==> config.mk <==
export PLATFORM = sky130hd
export DESIGN_NAME = lsu_byte_seq
export DESIGN_NICKNAME = d
export VERILOG_FILES = /design/src/rtl/lsu_byte_seq.sv
export SDC_FILE = /design/constraint.sdc
export NUM_CORES = 1
export LEC_CHECK = 0
export BUFFER_PORTS_ARGS = -buffer_cell sky130_fd_sc_hd__buf_2
export CAP_MARGIN = 20
export CORE_MARGIN = 4
export CORE_UTILIZATION = 30
export DETAILED_ROUTE_END_ITERATION = 16
export SLEW_MARGIN = 20
export SYNTH_ARGS = -nofsm -noshare
export SYNTH_HDL_FRONTEND = slang
export SYNTH_SLANG_ARGS = --single-unit
==> constraint.sdc <==
create_clock -name clk -period 2.6 [get_ports clk]
set_clock_uncertainty 0.1 [all_clocks]
set_input_delay 0.13 -clock clk [delete_from_list [all_inputs] [get_ports clk]]
set_output_delay 0.13 -clock clk [all_outputs]
set_load 0.05 [all_outputs]
==> src/rtl/lsu_byte_seq.sv <==
// lsu_byte_seq: load/store sequencer between the CPU memory stage and a
// byte-wide, synchronous-read data RAM. A word/half/byte request is split into
// 1, 2 or 4 little-endian byte transactions. Load bytes are gathered into four
// lanes, then sign/zero-extended. Addresses above IO_THRESHOLD bypass the RAM
// and are served from the two IO input words.
module lsu_byte_seq #(
  parameter int          ADDR_W       = 17,
  parameter logic [31:0] IO_THRESHOLD = 32'hBFC00FFF,
  parameter logic [31:0] IO1_ADDR     = 32'hFFFFFFFF
) (
  input  logic              clk,
  input  logic              rst_n,
  input  logic              req_valid,
  output logic              req_ready,
  input  logic              req_wen,
  input  logic [31:0]       req_addr,
  input  logic [31:0]       req_wdata,
  input  logic [2:0]        req_width,
  output logic              resp_valid,
  output logic [31:0]       resp_rdata,
  output logic [ADDR_W-1:0] mem_addr,
  output logic [7:0]        mem_wdata,
  output logic              mem_wen,
  output logic              mem_ren,
  input  logic [7:0]        mem_rdata,
  input  logic [31:0]       ioin1,
  input  logic [31:0]       ioin2
);

  typedef enum logic [1:0] {
    S_IDLE  = 2'd0,
    S_ISSUE = 2'd1,
    S_DRAIN = 2'd2,
    S_RESP  = 2'd3
  } state_t;

  state_t      state_q, state_d;

  // Request latched at acceptance; request inputs are ignored afterwards.
  logic [31:0] addr_q;
  logic [31:0] wdata_q;
  logic [2:0]  width_q;
  logic        wen_q;
  logic        io_q;

  // Byte index within the current ISSUE phase.
  logic [1:0]  k_q;

  // One-deep read pipeline: the byte requested in cycle c returns in cycle c+1.
  logic        rd_pend_q;
  logic [1:0]  rd_lane_q;
  logic [7:0]  lane_q [4];

  // Last response word, presented on resp_rdata between responses.
  logic [31:0] hold_q;

  logic        accept;
  logic        req_is_io;
  logic [1:0]  last_k;
  logic [31:0] issue_sum;
  logic [31:0] load_word;
  logic [31:0] resp_word;

  // Last byte index for a width code: bytes -> 0, halves -> 1, everything else -> 3.
  function automatic logic [1:0] last_idx(input logic [2:0] w);
    case (w)
      3'b010, 3'b110: last_idx = 2'd0;
      3'b001, 3'b101: last_idx = 2'd1;
      default:        last_idx = 2'd3;
    endcase
  endfunction

  assign accept    = req_valid && (state_q == S_IDLE);
  assign req_is_io = (req_addr > IO_THRESHOLD);
  assign last_k    = last_idx(width_q);
  // 32-bit modular add, then truncated to the RAM address width so an
  // access crossing the top of the RAM wraps to address 0.
  assign issue_sum = addr_q + {30'd0, k_q};

  // State register.
  always_ff @(posedge clk or negedge rst_n) begin
    if (!rst_n) begin
      state_q <= S_IDLE;
    end else begin
      state_q <= state_d;
    end
  end

  // Next-state logic.
  always_comb begin
    state_d = state_q;
    case (state_q)
      S_IDLE: begin
        if (accept) begin
          state_d = req_is_io ? S_RESP : S_ISSUE;
        end
      end
      S_ISSUE: begin
        if (k_q == last_k) begin
          state_d = wen_q ? S_RESP : S_DRAIN;
        end
      end
      S_DRAIN: state_d = S_RESP;
      S_RESP:  state_d = S_IDLE;
      default: state_d = S_IDLE;
    endcase
  end

  // Output decode: RAM strobes only in ISSUE, response only in RESP.
  always_comb begin
    req_ready  = 1'b0;
    resp_valid = 1'b0;
    mem_addr   = '0;
    mem_wdata  = 8'd0;
    mem_wen    = 1'b0;
    mem_ren    = 1'b0;
    resp_rdata = hold_q;
    case (state_q)
      S_IDLE: req_ready = 1'b1;
      S_ISSUE: begin
        mem_addr  = issue_sum[ADDR_W-1:0];
        mem_wdata = wdata_q[8*k_q +: 8];
        mem_wen   = wen_q;
        mem_ren   = ~wen_q;
      end
      S_RESP: begin
        resp_valid = 1'b1;
        resp_rdata = resp_word;
      end
      default: ;
    endcase
  end

  // Latch the request on acceptance and step the byte index through ISSUE.
  always_ff @(posedge clk or negedge rst_n) begin
    if (!rst_n) begin
      addr_q  <= 32'd0;
      wdata_q <= 32'd0;
      width_q <= 3'd0;
      wen_q   <= 1'b0;
      io_q    <= 1'b0;
      k_q     <= 2'd0;
    end else if (accept) begin
      addr_q  <= req_addr;
      wdata_q <= req_wdata;
      width_q <= req_width;
      wen_q   <= req_wen;
      io_q    <= req_is_io;
      k_q     <= 2'd0;
    end else if (state_q == S_ISSUE) begin
      k_q <= k_q + 2'd1;
    end
  end

  // Track which lane the byte returning next cycle belongs to.
  always_ff @(posedge clk or negedge rst_n) begin
    if (!rst_n) begin
      rd_pend_q <= 1'b0;
      rd_lane_q <= 2'd0;
    end else begin
      rd_pend_q <= (state_q == S_ISSUE) && !wen_q;
      rd_lane_q <= k_q;
    end
  end

  // Per-lane capture of returning read bytes; lanes clear on a new request.
  for (genvar gi = 0; gi < 4; gi++) begin : g_lane
    always_ff @(posedge clk or negedge rst_n) begin
      if (!rst_n) begin
        lane_q[gi] <= 8'd0;
      end else if (accept) begin
        lane_q[gi] <= 8'd0;
      end else if (rd_pend_q && (rd_lane_q == 2'(gi))) begin
        lane_q[gi] <= mem_rdata;
      end
    end
  end

  // Format gathered lanes according to the width code.
  always_comb begin
    case (width_q)
      3'b001:  load_word = {{16{lane_q[1][7]}}, lane_q[1], lane_q[0]};
      3'b101:  load_word = {16'd0, lane_q[1], lane_q[0]};
      3'b010:  load_word = {{24{lane_q[0][7]}}, lane_q[0]};
      3'b110:  load_word = {24'd0, lane_q[0]};
      default: load_word = {lane_q[3], lane_q[2], lane_q[1], lane_q[0]};
    endcase
  end

  // Response word: stores return 0, IO loads sample the IO inputs live in RESP.
  always_comb begin
    if (wen_q) begin
      resp_word = 32'd0;
    end else if (io_q) begin
      resp_word = (addr_q == IO1_ADDR) ? ioin1 : ioin2;
    end else begin
      resp_word = load_word;
    end
  end

  // Keep the last response word visible until the next response.
  always_ff @(posedge clk or negedge rst_n) begin
    if (!rst_n) begin
      hold_q <= 32'd0;
    end else if (state_q == S_RESP) begin
      hold_q <= resp_word;
    end
  end

endmodule

==> impl_metrics.py, run 1 <==
metrics = {
    "floorplanning": {
        "rows": 57,
        "die_y_um": 165,
        "start_util_pct": 30.3,
        "fp.coreArea_um2": 24200,
        "fp.dieW_um": 165,
        "dieArea_um2": 27100,
        "ios": 204,
    },
    "logic_synthesis": {
        "synth.distinct_cells": 54,
        "ys_seq_area_share_pct": 47.6,
        "ys_ff_latch": 140,
        "syn_area_um2": 7350,
        "async_flop_share_pct": 100,
        "yosys_most_used_dff": "dfrtp_1",
        "synth.avg_cell_area_um2": 9.12,
        "ys_warn_count": 0,
        "syn_nets": 955,
        "synth-edff-count": 0,
        "syn_inst": 806,
    },
    "layout": {
        "instances_no_fill": 1500,
        "nFillCells": 2310,
        "n_antenna_cell": 0,
        "nets": 1312,
        "postLayoutCellArea_um2": 11500,
        "layout-drive-gt1-share_pct": 31.1,
        "syn_to_final_growth_pct": 56.0,
    },
    "setup_path": {
        "critPathKind": "flop to output port",
        "r2r_start": "addr_q[13]",
        "cp.required_ps": 2370,
        "worstRegToRegCells": 6,
        "crit_arrival_ps": 2400,
        "rrSetupSlack_ps": 80,
        "start_kind": "flop",
        "timing.rr.end": "hold_q[0]",
        "cp-end-kind": "output port",
        "path_max_fanout": 6,
    },
    "detailed_routing": {
        "first_pass_iters": 5,
        "drt_iter0_drc": 453,
        "wl_mm": 25.3,
        "vias": 7244,
        "ant_nets": 0,
        "wl_per_cell_um": 16.8,
        "via_per_inst": 4.83,
        "drcViolationCount": 0,
    },
    "clock_tree": {
        "cts-root-buf": "clkbuf_16",
        "cts_max_path_buffers": 2,
        "clock-sinks": 140,
        "clk-insertion-delay-late_ps": 420,
        "cts_buffers": 17,
        "htreeDepth": 4,
        "clkTransAtPathRegs_ps": 60,
        "cts_tree": "yes",
    },
    "grt": {
        "grtUsageTotal_pct": 18.1,
        "grt_pass1_wl_mm": 38.5,
        "grt_max_degree": 72,
        "grt_pass1_vias": 7331,
        "antenna_found_initial": 1,
        "grt-ovfl-total": 0,
    },
    "power_and_ir_drop": {
        "ir_drop_uv": 709,
        "leakagePower_uw": 0.00584,
        "p_per_area_nw_per_um2": 1160,
    },
    "sta": {
        "holdWs_ps": 19.9,
        "rsz0062_at_grt": "true",
        "setup_ws_ps": -34.8,
        "fin_setup_tns_ps": -43.0,
        "min_period_ps": 2630,
        "fmax_mhz": 380,
        "finalSetupViolations": 2,
        "relSlewSlack_pct": 51.8,
        "drv_slew": 0,
        "worstMarginPinSlew_ps": 723,
        "post-route-period-util_pct": 101,
        "hold_viol": 0,
    },
    "worst_hold_path": {
        "whs_path_depth": 4,
        "min_from": "req_valid",
        "worstHoldEndpoint": "state_q[1]",
        "min_path_type": "input port to flop",
    },
    "run": {
        "max-cap-violations": 0,
    },
    "status": {
        "violations": "setup timing",
        "status": "complete, but fails checks",
    },
    "placement": {
        "placed_area_um2": 8820,
        "hpwl_mm": 15.5,
        "dp.cells": 1299,
        "io_buffers": 203,
        "place.gp.congestion": 0.801,
        "dp_slack_ps": 78.3,
    },
}
==> power breakdown <==
group	switching, µW	total, µW	internal (µW)
combinational	4390	7200	2820
sequential	542	3660	3110
clock	1120	2500	1370
total	6050	13400	7310
==> flip-flops by register name, indices dropped and copies added, names as in the netlist, 2 cells and up <==
register	count
k_q	2
addr_q	32
state_q	2
wdata_q	32
width_q	3
rd_lane_q	2
lane_q	32
hold_q	32
==> routing by layer <==
layer	vias to the layer above	GRT usage, %	part of all wire, %
met5	-	0	0.032
met4	2	4.54	1.8
met3	32	3.44	4.9
met2	222	31.2	48
met1	3492	23.5	45
li1	3496	-	-
==> logic make-up (layout without fill, tap and decap cells) <==
| group | after synthesis | after routing | synth area share [%] |
|---|---|---|---|
| AND/OR/NAND/NOR | 420 | 421 | 27.4 |
| flip-flops | 140 | 140 | 47.6 |
| AO/OA/AOI/OAI | 113 | 113 | 11.1 |
| buffers and inverters | 73 | 442 | 4.27 |
| multiplexers | 40 | 40 | 6.81 |
| XOR/XNOR | 14 | 14 | 1.67 |
| adder cells (fa/ha/maj) | 6 | 6 | 1.12 |
==> cells in the mapped netlist, types with 2 or more instances <==
cell	instances	area [µm²]
o21a_1	16	120
nand3b_1	3	22.5
nor4_1	6	37.5
o2111ai_2	2	30.0
nand2b_1	4	25.0
inv_1	14	52.6
buf_2	8	40.0
nand4_1	42	263
clkbuf_1	42	158
dfrtp_1	140	3500
o211ai_2	8	100
xor2_1	8	70.1
nor4b_1	2	17.5
nor2_1	34	128
o21ai_0	10	50.1
mux4_2	8	180
o211ai_1	24	180
or3_1	4	25.0
o2111ai_1	6	52.6
nor2b_1	36	225
buf_1	4	15.0
mux2i_1	32	320
ha_1	5	62.6
nand2_1	221	830
and2_1	32	200
nand3_1	22	110
a21boi_0	4	30.0
nor3_1	4	20.0
xnor2_1	6	52.6
a21oi_1	33	165
buf_6	2	22.5
or4_1	2	15.0
==> how the worst max path moves through the flow <==
stage / startpoint / to / cells past startpoint
floorplan: k_q[1] / mem_addr[15] / 4
global placement: addr_q[1] / mem_addr[13] / 6
detailed placement: addr_q[1] / mem_addr[15] / 6
CTS: addr_q[1] / mem_addr[13] / 6
global route: addr_q[6] / mem_addr[13] / 6
finish: addr_q[1] / mem_addr[13] / 6
==> stage by stage <==
| step | util [%] | total power [µW] |
|---|---|---|
| 2_1_floorplan | - | 8030 |
| 3_3_place_gp | 36.4 | 9600 |
| 3_5_place_dp | 36.4 | 9670 |
| 4_1_cts | 45.8 | 13100 |
| 5_1_grt | 47.3 | 14200 |
| 6_report | 47.3 | 13400 |
==> placed cells by master (no fill, tap or decap), types with 5 or more instances in the layout <==
| cell | instances |
|---|---|
| o211ai_2 | 8 |
| mux4_2 | 8 |
| and2_1 | 29 |
| o211ai_1 | 24 |
| inv_6 | 7 |
| inv_1 | 14 |
| nand4_1 | 42 |
| buf_6 | 21 |
| buf_12 | 7 |
| clkbuf_4 | 5 |
| xnor2_1 | 6 |
| o21a_1 | 16 |
| nand2_1 | 220 |
| a21oi_1 | 32 |
| mux2i_1 | 32 |
| dlymetal6s4s_1 | 6 |
| nand3_1 | 6 |
| o2111ai_2 | 8 |
| clkbuf_16 | 19 |
| dlygate4sd3_1 | 127 |
| buf_2 | 167 |
| dfrtp_2 | 5 |
| xor2_1 | 8 |
| buf_4 | 58 |
| nor2b_1 | 34 |
| dfrtp_1 | 135 |
| nor2_1 | 34 |
| o21ai_0 | 10 |
| nand3_2 | 15 |
==> timing repair <==
action                                  in CTS  in global routing
gates cloned                                 1                  3
gates resized for setup                     61                 57
pin swaps                                   14                 18
setup buffers                               17                 15
hold buffers                               133                  0
hold endpoints to repair                   200                  0
endpoints found under the setup margin      40                 49
==> cell type report <==
class	count	area (µm²)	share of cell area (%)
Sequential cell	140	3510	30.6
Timing Repair Buffer	395	3110	27.1
Clock inverter	15	173	1.50
Tap cell	324	405	3.53
Clock buffer	17	425	3.71
Multi-Input combinational cell	594	3790	33.1
Inverter	15	56.3	0.491
==> worst max-delay path: stages (launching register included) <==
cell and delay [ps]:
dfrtp_2 440, ha_4 280, a21oi_2 70, or4_4 470
or3_4 390, a21boi_2 150, buf_6 170
Note: power is estimated with default switching activity, not from simulation.
==> run 2, diff against run 1 <==
--- a/config.mk
+++ b/config.mk
@@ -5,7 +5,7 @@
 export SDC_FILE = /design/constraint.sdc
 export NUM_CORES = 1
 export LEC_CHECK = 0
-export BUFFER_PORTS_ARGS = -buffer_cell sky130_fd_sc_hd__buf_2
+export BUFFER_PORTS_ARGS = -buffer_cell sky130_fd_sc_hd__clkbuf_2
 export CAP_MARGIN = 20
 export CORE_MARGIN = 4
 export CORE_UTILIZATION = 30
==> run 2 against run 1 <==
The run now ends clean; clock power barely moved; flip-flop and latch count is the same; power increased by 4.6%; register-to-register slack about the same; wire length fell by 2.6%; via count decreased by 1.2%; hold slack better by 29 ps; fmax increased by 1.6%; largest cell class unchanged; highest routed layer is now met4.
==> impl_metrics.py, run 2 (synthesis results as in run 1) <==
metrics = {
    "power_and_ir_drop": {
        "pwr-share-clk_pct": 17.9,
        "combPwrFrac_pct": 55.9,
        "p_sw_uw": 6110,
        "p_per_area_nw_per_um2": 1190,
        "leakagePower_uw": 0.00585,
        "internal_power_uw": 7850,
        "p_seq_share_pct": 26.2,
        "ir_drop_uv": 716,
        "switching_share_pct": 43.8,
    },
    "layout": {
        "layout_common_cells": "nand2_1 (220), clkbuf_2 (165), dfrtp_1 (139)",
        "mostFrequentLayoutCell": "nand2_1",
        "multiInputGateArea_um2": 3780,
        "layout-drive-gt1-share_pct": 30.6,
        "syn_to_final_growth_pct": 58.9,
        "nets": 1310,
        "seq_area_um2": 3500,
        "n_antenna_cell": 0,
        "postLayoutCellArea_um2": 11700,
        "instances_no_fill": 1498,
        "nFillCells": 2242,
    },
    "grt": {
        "grt-ovfl-total": 0,
        "grt_max_degree": 59,
        "met3_usage_pct": 3.19,
        "gr-usage-met2_pct": 30.6,
        "use_met1_pct": 23.7,
        "grt_pass1_vias": 7484,
        "grtUsageTotal_pct": 18.0,
        "antenna_found_initial": 0,
        "grt_busiest_layer": "met2",
        "grt_pass1_wl_mm": 38.6,
    },
    "clock_tree": {
        "cts-root-buf": "clkbuf_16",
        "cts_buffers": 17,
        "cts_tree": "yes",
        "clock-sinks": 140,
        "clk-insertion-delay-late_ps": 420,
        "cts_max_path_buffers": 2,
        "htreeDepth": 4,
        "clkTransAtPathRegs_ps": 60,
    },
    "setup_path": {
        "start_kind": "flop",
        "crit_arrival_ps": 2360,
        "critPathKind": "flop to output port",
        "cp.required_ps": 2370,
        "cp-end-kind": "output port",
        "path_max_fanout": 6,
    },
    "floorplanning": {
        "die_y_um": 165,
        "fp.dieW_um": 165,
        "dieArea_um2": 27100,
        "rows": 57,
        "fp.coreArea_um2": 24200,
        "start_util_pct": 30.3,
        "ios": 204,
    },
    "sta": {
        "fmax_mhz": 386,
        "drv_slew": 0,
        "hold_viol": 0,
        "relSlewSlack_pct": 61.1,
        "min_period_ps": 2590,
        "finalSetupViolations": 0,
        "worstMarginPinSlew_ps": 581,
        "post-route-period-util_pct": 99.8,
        "rsz0062_at_grt": "true",
    },
    "detailed_routing": {
        "wl_mm": 24.6,
        "vias": 7157,
        "via_per_inst": 4.78,
        "ant_nets": 0,
        "wl_per_cell_um": 16.4,
        "drcViolationCount": 0,
        "drt_iter0_drc": 341,
        "first_pass_iters": 5,
    },
    "placement": {
        "io_buffers": 203,
        "placed_area_um2": 9170,
        "place.gp.congestion": 0.794,
        "dp.cells": 1303,
        "hpwl_mm": 15.8,
    },
    "run": {
        "max-cap-violations": 0,
    },
    "status": {
        "status": "completed",
    },
    "worst_hold_path": {
        "min_path_type": "input port to flop",
    },
}
## run 2: changes by cell type in the layout (fill, tap and decap cells not counted), moves of 4 or more
cell	change
buf_2	-166
clkbuf_2	+165
buf_12	+23
buf_6	-13
buf_4	-8
clkbuf_4	-4
clkbuf_8	+4
dfrtp_1	+4
dfrtp_2	-4
dlymetal6s4s_1	-4
nand3_1	+4
nand3_2	-4
## run 2: area by class of cell
type / instances / area share, %
Clock buffer: 17 / 3.64
Clock inverter: 15 / 1.49
Inverter: 15 / 0.482
Timing Repair Buffer: 394 / 28.6
Sequential cell: 140 / 30.0
Multi-Input combinational cell: 593 / 32.4
Tap cell: 324 / 3.47
## run 2: worst max-delay path, cell delays in order (launching register included)
cell and delay (ps):
dfrtp_1 400, ha_1 310, a21oi_2 80, or4_4 480
or3_4 350, a21boi_2 160, buf_8 160
## run 2: worst paths after layout
check	startpoint	endpoint	slack, ps	cells after the start
worst max-delay path	k_q[1]	mem_addr[13]	6	6
worst min-delay path	ioin2[9]	hold_q[9]	50	4
worst max register to register	addr_q[8]	hold_q[3]	80	6
max in group asynchronous	rst_n	addr_q[20]	1490	3
worst min register to register	wdata_q[31]	wdata_q[31]	370	2
min in group asynchronous	rst_n	hold_q[14]	160	2
## run 2: per-layer routing
layer  part of all wire, %  up-vias  routed length (µm)
met3                   4.7       25                1170
met5                     0        -                   0
met4                   1.3        0                 323
met2                    49      195               12100
li1                      -     3486                   -
met1                    45     3451               11000
## run 2: power by group through the flow
stage	logic, µW	registers (µW)	clock network [µW]
5_1_grt	8410	3770	2660
3_5_place_dp	6730	3730	0
3_3_place_gp	6680	3690	0
6_report	7800	3660	2500
2_1_floorplan	4490	3540	0
4_1_cts	7580	3660	2580
## run 2: repair_timing
action / 4_1_cts / 5_1_grt
pin swaps: 16 / 21
gates cloned: 0 / 1
setup buffers: 18 / 12
hold buffers: 132 / 0
setup endpoints to repair: 41 / 53
endpoints found under the hold margin: 184 / 0
gates resized for setup: 38 / 48
## run 2: through the flow
step	setup slack (ps)	hold WS [ps]	total power, µW	utilization, %	setup TNS, ps
after detailed placement	69.2	51.7	10500	37.8	0
after floorplan	-56.7	-266	8030	-	-56.7
after global placement	119	39.4	10400	37.8	0
after global routing	-68.8	57.4	14800	48.2	-951
final	6.42	49.3	14000	48.2	0
after CTS	-7.61	49.3	13800	47.1	-13.2
==> run 3, diff against run 2 <==
--- a/config.mk
+++ b/config.mk
@@ -10,6 +10,8 @@
 export CORE_MARGIN = 4
 export CORE_UTILIZATION = 30
 export DETAILED_ROUTE_END_ITERATION = 16
+export GPL_ROUTABILITY_DRIVEN = 0
+export SETUP_SLACK_MARGIN = 0.15
 export SLEW_MARGIN = 20
 export SYNTH_ARGS = -nofsm -noshare
 export SYNTH_HDL_FRONTEND = slang
==> run 3 against run 2 <==
Utilization rose by 0.55 points; global-route usage rose by 0.68 points; register-to-register slack improved by 150 ps; flip-flop and latch count did not move; fmax barely moved; setup slack got worse by 0.82 ps; die area did not move; sequential power barely moved; final cell count fell by 0.33%; via count rose by 1.1%; first-iteration DRC count rose by 26%; hold slack got worse by 34 ps.
==> impl_metrics.py, run 3 (synthesis results as in run 1) <==
metrics = {
    "sta": {
        "drv_slew": 0,
        "relSlewSlack_pct": 60.2,
        "hold_viol": 0,
        "fmax_mhz": 385,
        "worstMarginPinSlew_ps": 595,
        "post-route-period-util_pct": 99.8,
        "setup_ws_ps": 5.60,
        "finalSetupViolations": 0,
        "fin_setup_tns_ps": 0,
        "min_period_ps": 2590,
        "holdWs_ps": 14.8,
        "rsz0062_at_grt": "true",
    },
    "layout": {
        "layout_common_cells": "nand2_1 (220), clkbuf_2 (158), dfrtp_1 (137)",
        "n_antenna_cell": 0,
        "nets": 1306,
        "nFillCells": 2235,
        "instances_no_fill": 1493,
        "utilization_pct": 48.7,
        "mostFrequentLayoutCell": "nand2_1",
        "layout-drive-gt1-share_pct": 32.4,
        "syn_to_final_growth_pct": 60.7,
    },
    "setup_path": {
        "timing.rr.end": "hold_q[22]",
        "crit_arrival_ps": 2360,
        "rrSetupSlack_ps": 230,
        "worstRegToRegCells": 6,
        "r2r_start": "addr_q[1]",
        "path_max_fanout": 6,
        "critPathKind": "flop to output port",
        "start_kind": "flop",
        "cp-end-kind": "output port",
        "cp.required_ps": 2370,
    },
    "clock_tree": {
        "cts-root-buf": "clkbuf_16",
        "cts_tree": "yes",
        "clk-insertion-delay-late_ps": 420,
        "htreeDepth": 4,
        "clkTransAtPathRegs_ps": 60,
        "cts_max_path_buffers": 2,
        "clock-sinks": 140,
        "cts_buffers": 17,
    },
    "worst_hold_path": {
        "worstHoldEndpoint": "lane_q[26]",
        "min_path_type": "input port to flop",
        "min_from": "mem_rdata[2]",
        "whs_path_depth": 3,
    },
    "detailed_routing": {
        "vias": 7236,
        "wl_per_cell_um": 17.1,
        "wl_mm": 25.5,
        "via_per_inst": 4.85,
        "drcViolationCount": 0,
        "ant_nets": 0,
        "drt_iter0_drc": 430,
        "first_pass_iters": 4,
    },
    "floorplanning": {
        "rows": 57,
        "die_y_um": 165,
        "start_util_pct": 30.3,
        "fp.coreArea_um2": 24200,
        "dieArea_um2": 27100,
        "fp.dieW_um": 165,
        "ios": 204,
    },
    "grt": {
        "grt_max_degree": 56,
        "antenna_found_initial": 0,
        "grt_pass1_vias": 7634,
        "grt-ovfl-total": 0,
        "grt_pass1_wl_mm": 39.8,
        "grtUsageTotal_pct": 18.6,
    },
    "run": {
        "max-cap-violations": 0,
    },
    "placement": {
        "hpwl_mm": 15.4,
        "dp.cells": 1298,
        "dp_slack_ps": 121,
        "io_buffers": 203,
    },
    "power_and_ir_drop": {
        "leakagePower_uw": 0.00592,
        "p_per_area_nw_per_um2": 1170,
        "ir_drop_uv": 605,
    },
    "status": {
        "status": "completed",
    },
}
==> run 3: changes by cell type in the layout (fill, tap and decap cells not counted), sizes merged <==
| cell | change |
|---|---|
| clkinvlp | +3 |
| inv | -6 |
| nor2 | +1 |
| dlymetal6s4s | +3 |
| clkbuf | +3 |
| buf | +8 |
| bufinv | -1 |
| dlygate4sd3 | -18 |
| clkinv | +2 |
==> run 3: power by group <==
part | internal (µW) | switching (µW) | total (µW)
logic | 3310 | 4490 | 7800
registers | 3110 | 557 | 3670
clock network | 1320 | 989 | 2310
total | 7740 | 6040 | 13800
==> run 3: timing repair <==
| item | 4_1_cts | 5_1_grt |
|---|---|---|
| pin swaps | 34 | 28 |
| setup buffers | 30 | 13 |
| hold endpoints to repair | 173 | 0 |
| resized for setup | 86 | 48 |
| endpoints found under the setup margin | 43 | 51 |
| cloned | 2 | 2 |
| hold buffers | 117 | 0 |
==> run 3: how the worst max path moves through the flow <==
stage | startpoint | end | slack, ps | depth (start not counted)
3_5_place_dp | k_q[1] | mem_addr[13] | 120 | 6
6_report | k_q[1] | mem_addr[11] | 6 | 6
4_1_cts | k_q[1] | mem_addr[11] | -50 | 6
5_1_grt | addr_q[11] | resp_rdata[9] | -90 | 6
3_3_place_gp | addr_q[1] | mem_addr[13] | 120 | 6
2_1_floorplan | k_q[1] | mem_addr[15] | -60 | 4
==> run 3: layout make-up <==
class	instances	area, µm²	area share [%]
clock inverter	13	119	1.01
tap	324	405	3.43
multi-input combinational	594	3870	32.7
timing repair buffer	389	3440	29.1
sequential	140	3510	29.7
inverter	15	56.3	0.476
clock buffer	18	429	3.63
==> run 3: worst max-delay path, cell delays in order (launching register included) <==
cell and delay [ps]:
dfrtp_2 440, ha_4 290, a21oi_4 60, or4_4 470, or3_4 350, a21boi_2 170, buf_8 160
==> run 3: routing by layer <==
layer | global-route usage, % | vias to the layer above | routed length [µm]
li1 | - | 3478 | -
met1 | 22.7 | 3542 | 10900
met2 | 33.6 | 198 | 13100
met3 | 3.94 | 18 | 1210
met4 | 4.57 | 0 | 271
met5 | 0 | - | 0
==> run 3: stage by stage <==
stage | cell area, µm² | total power (µW)
global route | 11800 | 14700
CTS | 11600 | 13600
finish | 11800 | 13800
detailed placement | 9150 | 10400
floorplan | 7410 | 8050
global placement | 9150 | 10300
